File: config.mk
export PLATFORM = sky130hd
export DESIGN_NAME = clock_gen
export DESIGN_NICKNAME = d
export VERILOG_FILES = /design/src/rtl/spi_pkg.sv /design/src/rtl/clock_gen.sv
export SDC_FILE = /design/constraint.sdc
export NUM_CORES = 1
export LEC_CHECK = 0
export BUFFER_PORTS_ARGS = -buffer_cell sky130_fd_sc_hd__buf_2
export CAP_MARGIN = 20
export CORE_MARGIN = 3
export CORE_UTILIZATION = 36
export DETAILED_ROUTE_END_ITERATION = 7
export MAX_ROUTING_LAYER = met4
export SLEW_MARGIN = 40
export SYNTH_ARGS = -nofsm -noshare
export SYNTH_HDL_FRONTEND = slang
export SYNTH_SLANG_ARGS = --single-unit
File: constraint.sdc
create_clock -name clk -period 2.2 [get_ports clk]
set_input_delay 0.22 -clock clk [delete_from_list [all_inputs] [get_ports clk]]
set_output_delay 0.22 -clock clk [all_outputs]
set_load 0.02 [all_outputs]
File: src/rtl/spi_pkg.sv
// Constants and types shared by the SPI master blocks.
// The serial-clock divider and the control FSM both size their divisor from these.
package spi_pkg;

    localparam int          DIV_W      = 8;
    localparam logic [7:0]  RESET_DIV  = 8'h02;
    localparam logic        IDLE_LEVEL = 1'b0;

    typedef logic [DIV_W-1:0] div_t;

endpackage

File: src/rtl/clock_gen.sv
// Programmable serial-clock divider for the SPI master.
// The output toggles every max(divisor,1) cycles while enabled and idles low otherwise.
module clock_gen
    import spi_pkg::*;
#(
    parameter int               P_DIV_W      = DIV_W,
    parameter logic [P_DIV_W-1:0] P_RESET_DIV = P_DIV_W'(RESET_DIV),
    parameter logic             P_IDLE_LEVEL = IDLE_LEVEL
) (
    input  logic               clk,
    input  logic               rst,
    input  logic [P_DIV_W-1:0] divisor,
    input  logic               ld_divisor,
    input  logic               En,
    output logic               out_clk
);

    logic [P_DIV_W-1:0] div_q, div_d;
    logic [P_DIV_W-1:0] cnt_q, cnt_d;
    logic               out_q, out_d;
    logic [P_DIV_W-1:0] half;
    logic [P_DIV_W-1:0] half_last;

    // A zero divisor is treated as one so the output can never stall.
    assign half      = (div_q == '0) ? P_DIV_W'(1) : div_q;
    assign half_last = half - P_DIV_W'(1);

    always_comb begin
        div_d = div_q;
        cnt_d = cnt_q;
        out_d = out_q;
        if (ld_divisor) begin
            div_d = divisor;
            cnt_d = '0;
        end else if (!En) begin
            cnt_d = '0;
            out_d = P_IDLE_LEVEL;
        end else if (cnt_q == half_last) begin
            cnt_d = '0;
            out_d = ~out_q;
        end else begin
            cnt_d = cnt_q + P_DIV_W'(1);
        end
    end

    always_ff @(posedge clk) begin
        if (!rst) begin
            div_q <= P_RESET_DIV;
            cnt_q <= '0;
            out_q <= P_IDLE_LEVEL;
        end else begin
            div_q <= div_d;
            cnt_q <= cnt_d;
            out_q <= out_d;
        end
    end

    assign out_clk = out_q;

endmodule

==> results of run 1 <==
routing by layer:
layer  share of wire (%)  vias to the layer above  track usage, %
li1                    -                      426               -
met1                  49                      371            16.9
met2                  44                       17            21.4
met3                 5.3                        2            4.14
met4                 1.0                        0            4.07
met5                   0                        -               -
registers in the layout, indices dropped and copies added (netlist names):
| name | count |
|---|---|
| cnt_q | 8 |
| div_q | 8 |
| out_clk | 1 |
report_power, final:
| part | switching [mW] | leakage [nW] | internal [mW] |
|---|---|---|---|
| Clock | 0.110 | 0.0139 | 0.0692 |
| Combinational | 0.0592 | 0.331 | 0.0680 |
| Sequential | 0.00782 | 0.139 | 0.318 |
| Total | 0.177 | 0.484 | 0.456 |
through the flow:
| stage | power [mW] | worst slack (ps) | area [um^2] | TNS, ps |
|---|---|---|---|---|
| global placement | 0.444 | 24.9 | 1100 | 0 |
| finish | 0.632 | 59.9 | 1190 | 0 |
| global route | 0.671 | -125 | 1190 | -879 |
| detailed placement | 0.447 | -11.6 | 1100 | -11.6 |
| CTS | 0.636 | 13.7 | 1140 | 0 |
| floorplan | 0.399 | 1.30 | 913 | 0 |
what timing repair did:
item,in CTS,in global routing
endpoints found under the setup margin,8,9
gates resized for setup,2,11
endpoints found under the hold margin,0,0
setup buffers,1,1
pin swaps,1,11
worst min path at each step:
stage,to,cells past startpoint,from
2_1_floorplan,div_q[1]$_SDFFE_PN1P_,1,rst
3_3_place_gp,div_q[1]$_SDFFE_PN1P_,2,rst
3_5_place_dp,div_q[1]$_SDFFE_PN1P_,3,divisor[1]
4_1_cts,div_q[1]$_SDFFE_PN1P_,2,rst
5_1_grt,div_q[1]$_SDFFE_PN1P_,2,rst
6_report,div_q[1]$_SDFFE_PN1P_,2,rst
Yosys cell counts (2+ instances only):
library cell,instances
and3_1,2
xor2_1,4
inv_1,3
mux2i_1,8
nand2b_1,4
ha_1,2
nand2_1,6
nor2_1,21
nor3_1,3
o211ai_1,3
o2111ai_1,3
nand3_1,2
a31oi_1,4
xnor2_1,7
dfxtp_1,17
logic make-up after synthesis:
| logic type | after synthesis |
|---|---|
| compound gates | 13 |
| xor+xnor | 12 |
| fa+ha+maj | 2 |
| buf+inv | 6 |
| flops | 17 |
| mux | 9 |
| simple gates | 45 |
critical path: cells and delay by family (launching register included):
kind	cells	cell delay, ps
AOI/OAI and AO/OA	4	540
xor gates and xnor gates	1	140
and+or+nand+nor	3	780
adders and majority gates	1	290
DFF	1	340
cell type report:
cell class / count / area [um^2]
clock buffer: 3 / 22.5
inverter: 4 / 15.0
clock inverter: 1 / 7.51
fill: 217 / 1120
multi-input combinational: 81 / 597
timing repair buffer: 27 / 176
tap: 28 / 35.0
sequential: 17 / 342
==> results.ini, run 1 <==
[critical_path]
slowest_delay_ps=410
path_class=flip-flop to flip-flop
cpMaxStageDelayCell=or4_1
r2r_slack_ps=60
end_kind=flip-flop
endpoint=out_clk$_SDFFE_PN0P_
cp-start-kind=flip-flop
r2r_start=div_q[3]$_SDFFE_PN0P_
crit_fanout=2
crit_required_ps=2430
worst_r2r_path_depth=9
path_cells=nor3_2, a31oi_2, ha_4, xor2_1, o2111ai_1, nor3_1, o2111ai_1, or4_1, a31oi_1
cpMostUsedCell=o2111ai_1
r2r_end=out_clk$_SDFFE_PN0P_
cp.arrival_ps=2370
cp-startpoint=div_q[3]$_SDFFE_PN0P_

[synth]
yosys-top-cells-area=dfxtp_1, mux2i_1, nor2_1
synth_largest_area_cell=dfxtp_1
ys_seq_area_share_pct=37.3
syn_area_um2=913
synth_ff_type=dfxtp_1
synth-edff-count=0
synth_nets=118
yosys_warnings=0
avgSynthCellArea_um2=8.78
synth_compound_area_share_pct=10.3
ys_ff_latch=17
synth-adder-area-share_pct=2.74
yosys.area_share.simple_pct=24.1
synth.distinct_cells=30
netlist_instances=104
synth-xor-area-share_pct=13.0
synthArstFlopShare_pct=0
synth_top_family_by_area=simple AND/OR/NAND/NOR gates
synth_top_area_share_pct=37.3
synth.mux.area_fraction_pct=10.0

[place]
routabilityCongestion=0.832
io_buffers=12
dp_cells=155
hpwl_mm=1.53

[timing]
worst_hold_slack_ps=139
period_minus_slack_ps=2140
hold_viol=0
rsz0062_at_grt=true
max_freq_mhz=467
maxSlewHeadroom_pct=76.3
slew_viol_final=0
timing.final.crit_share_pct=97.3
finalSetupViolCount=0
skew_ps=3.63
tightestPinTransition_ps=354

[routing]
vias=816
wirelength_mm=1.97
postRouteAntennaNets=0
drt_first_iter_violations=21
drt-pass1-iter-count=4
routed_via_density=5.07
post-route-drc-count=0
wl_per_cell_um=12.2

[floorplan]
rows=17
die-area_um2=3180
die_w_um=56.4
chipHeight_um=56.4
initial_utilization_pct=39.4
core_area_um2=2320
io_pins=13

[final_layout]
instances_no_fill=161
fin_nets=148
postLayoutCoreUtil_pct=51.5
final_layout_size_suffix_gt1_share_pct=31.6
layout_common_cells=nor2_1, dfxtp_1, buf_4
mostFrequentLayoutCell=nor2_1
n_antenna_cell=0
syn2layout_area_growth_pct=30.8

[clocking]
hold_buffers=0
clk_pin_slew_ps=110
clock_sinks=17
cts_tree=built
clock_latency_ps=300
cts_root_buf=clkbuf_4
ctsHtreeMaxLevel=1
numCtsBuffers=3
clk_path_buf_depth=2

[grt]
grt_use_total_pct=13.6
grt_max_degree=12
overflow=0
grt_pass1_wl_mm=3.33
antenna_found_initial=0
grt_pass1_vias=772

[worst_hold_path]
hold_class=primary input to flip-flop

[job]
maxCapViolations=0

[pwr]
power.leakage_nw=0.484
irDropWorstVdd_mv=0.362
power.density_nw_per_um2=529

[status]
status=completed

Power figures use the tool's default switching activity.
==> run 2, diff against run 1 <==
CORE_ASPECT_RATIO = 0.9   (was unset)
==> results.ini, run 2 (synthesis gave the netlist of run 1 again) <==
[floorplan]
rows=16
core_area_um2=2280
die_w_um=59.1
initial_utilization_pct=40.0
die-area_um2=3180
io_pins=13
chipHeight_um=53.8

[critical_path]
slowest_delay_ps=350
cp-startpoint=div_q[1]$_SDFFE_PN1P_
cp.arrival_ps=2380
cpMostUsedCell=buf_4
crit_family=compound AO/OA/AOI/OAI gates
end_kind=flip-flop
path_depth=11
r2r_end=cnt_q[0]$_SDFF_PP0_
crit_required_ps=2400
crit_fanout=8
r2r_slack_ps=20
endpoint=cnt_q[0]$_SDFF_PP0_
path_class=flip-flop to flip-flop
cpMaxStageDelayCell=dfxtp_2
path_cells=nor3_4, a31oi_4, ha_4, buf_4, a311o_1, o211ai_1, o2111ai_2, buf_4, o21ai_2, buf_6, nor2_1
r2r_start=div_q[1]$_SDFFE_PN1P_
worst_r2r_path_depth=11
crit_buf_inv=3
cp-start-kind=flip-flop

[final_layout]
fill_cells=213
layout_common_cells=buf_4, dfxtp_1, nor2_1
final_layout_size_suffix_gt1_share_pct=40.3
instances_no_fill=161
final-seq-area_um2=344
n_antenna_cell=0
fin_nets=149
multi_input_area_um2=661
syn2layout_area_growth_pct=38.5
mostFrequentLayoutCell=buf_4

[routing]
wirelength_mm=2.08
drt_first_iter_violations=23
wl_per_cell_um=12.9
postRouteAntennaNets=0
post-route-drc-count=0
routed_via_density=5.28
drt-pass1-iter-count=4
vias=850

[pwr]
power.density_nw_per_um2=513
irDropWorstVdd_mv=0.453
power.leakage_nw=0.497

[place]
dp_cells=154
hpwl_mm=1.52
routabilityCongestion=0.934
io_buffers=12

[clocking]
clk_path_buf_depth=2
ctsHtreeMaxLevel=1
cts_root_buf=clkbuf_4
clk_pin_slew_ps=100
hold_buffers=0
cts_tree=built
numCtsBuffers=3
clock_latency_ps=290
clock_sinks=17

[grt]
grt_max_degree=12
overflow=0
grt_pass1_wl_mm=3.24
grt_pass1_vias=731
antenna_found_initial=0
grt_use_total_pct=14.0

[timing]
rsz0062_at_grt=true
finalSetupViolCount=0
max_freq_mhz=458
period_minus_slack_ps=2180
timing.final.crit_share_pct=99.1
maxSlewHeadroom_pct=71.3
hold_viol=0
slew_viol_final=0
worst_hold_slack_ps=129
tightestPinTransition_ps=429
skew_ps=3.29

[worst_hold_path]
hold_class=primary input to flip-flop

[job]
maxCapViolations=0

[status]
status=completed

-- run 2: worst min-delay path by stage --
stage | slack [ps] | depth (start not counted) | end | from
after floorplan | 320 | 1 | div_q[1]$_SDFFE_PN1P_ | rst
after global placement | 440 | 3 | div_q[1]$_SDFFE_PN1P_ | divisor[1]
after detailed placement | 440 | 2 | div_q[1]$_SDFFE_PN1P_ | rst
after CTS | 120 | 2 | div_q[1]$_SDFFE_PN1P_ | rst
after global routing | 130 | 2 | div_q[1]$_SDFFE_PN1P_ | rst
final | 130 | 2 | div_q[1]$_SDFFE_PN1P_ | rst
-- run 2: worst reg2reg max path: stages (launching register included) --
cell and delay [ps]:
dfxtp_2 350, nor3_4 210, a31oi_4 120, ha_4 180
buf_4 140, a311o_1 260, o211ai_1 120, o2111ai_2 170
buf_4 170, o21ai_2 140, buf_6 190, nor2_1 50
-- run 2: layer usage --
layer  vias up  wire (um)  track usage, %
met3         2        135            5.04
met1       401        938            17.5
met5         -          0               -
met2        23        987            22.1
li1        424          -               -
met4         0         13            2.26
-- run 2: what timing repair did --
action                     4_1_cts  5_1_grt
buffers inserted                 4        0
gates resized for setup          7       21
setup endpoints to repair        9        9
pin swaps                        4       10
-- run 2: where the power goes --
| part | switching [mW] | internal, mW | total (mW) |
|---|---|---|---|
| clock network | 0.102 | 0.0677 | 0.169 |
| registers | 0.00985 | 0.319 | 0.329 |
| logic | 0.0702 | 0.0806 | 0.151 |
-- run 2: per-stage QoR --
step                      setup TNS (ps)  utilization [%]  instance area (um^2)  power [mW]  setup slack, ps
final                                  0             55.4                  1260       0.649             18.9
after global routing               -1060             55.4                  1260       0.685             -125
after CTS                          -63.2             51.3                  1170       0.630            -63.2
after detailed placement            -131             48.0                  1100       0.447            -74.4
after global placement                 0             48.0                  1100       0.445             13.1
after floorplan                        0                -                   913       0.399             1.30
-- run 2: cell type report --
| class | instances | share of cell area [%] |
|---|---|---|
| Inverter | 4 | 1.19 |
| Sequential cell | 17 | 27.2 |
| Clock buffer | 3 | 1.78 |
| Multi-Input combinational cell | 81 | 52.2 |
| Timing Repair Buffer | 28 | 14.5 |
| Tap cell | 27 | 2.67 |
| Clock inverter | 1 | 0.396 |
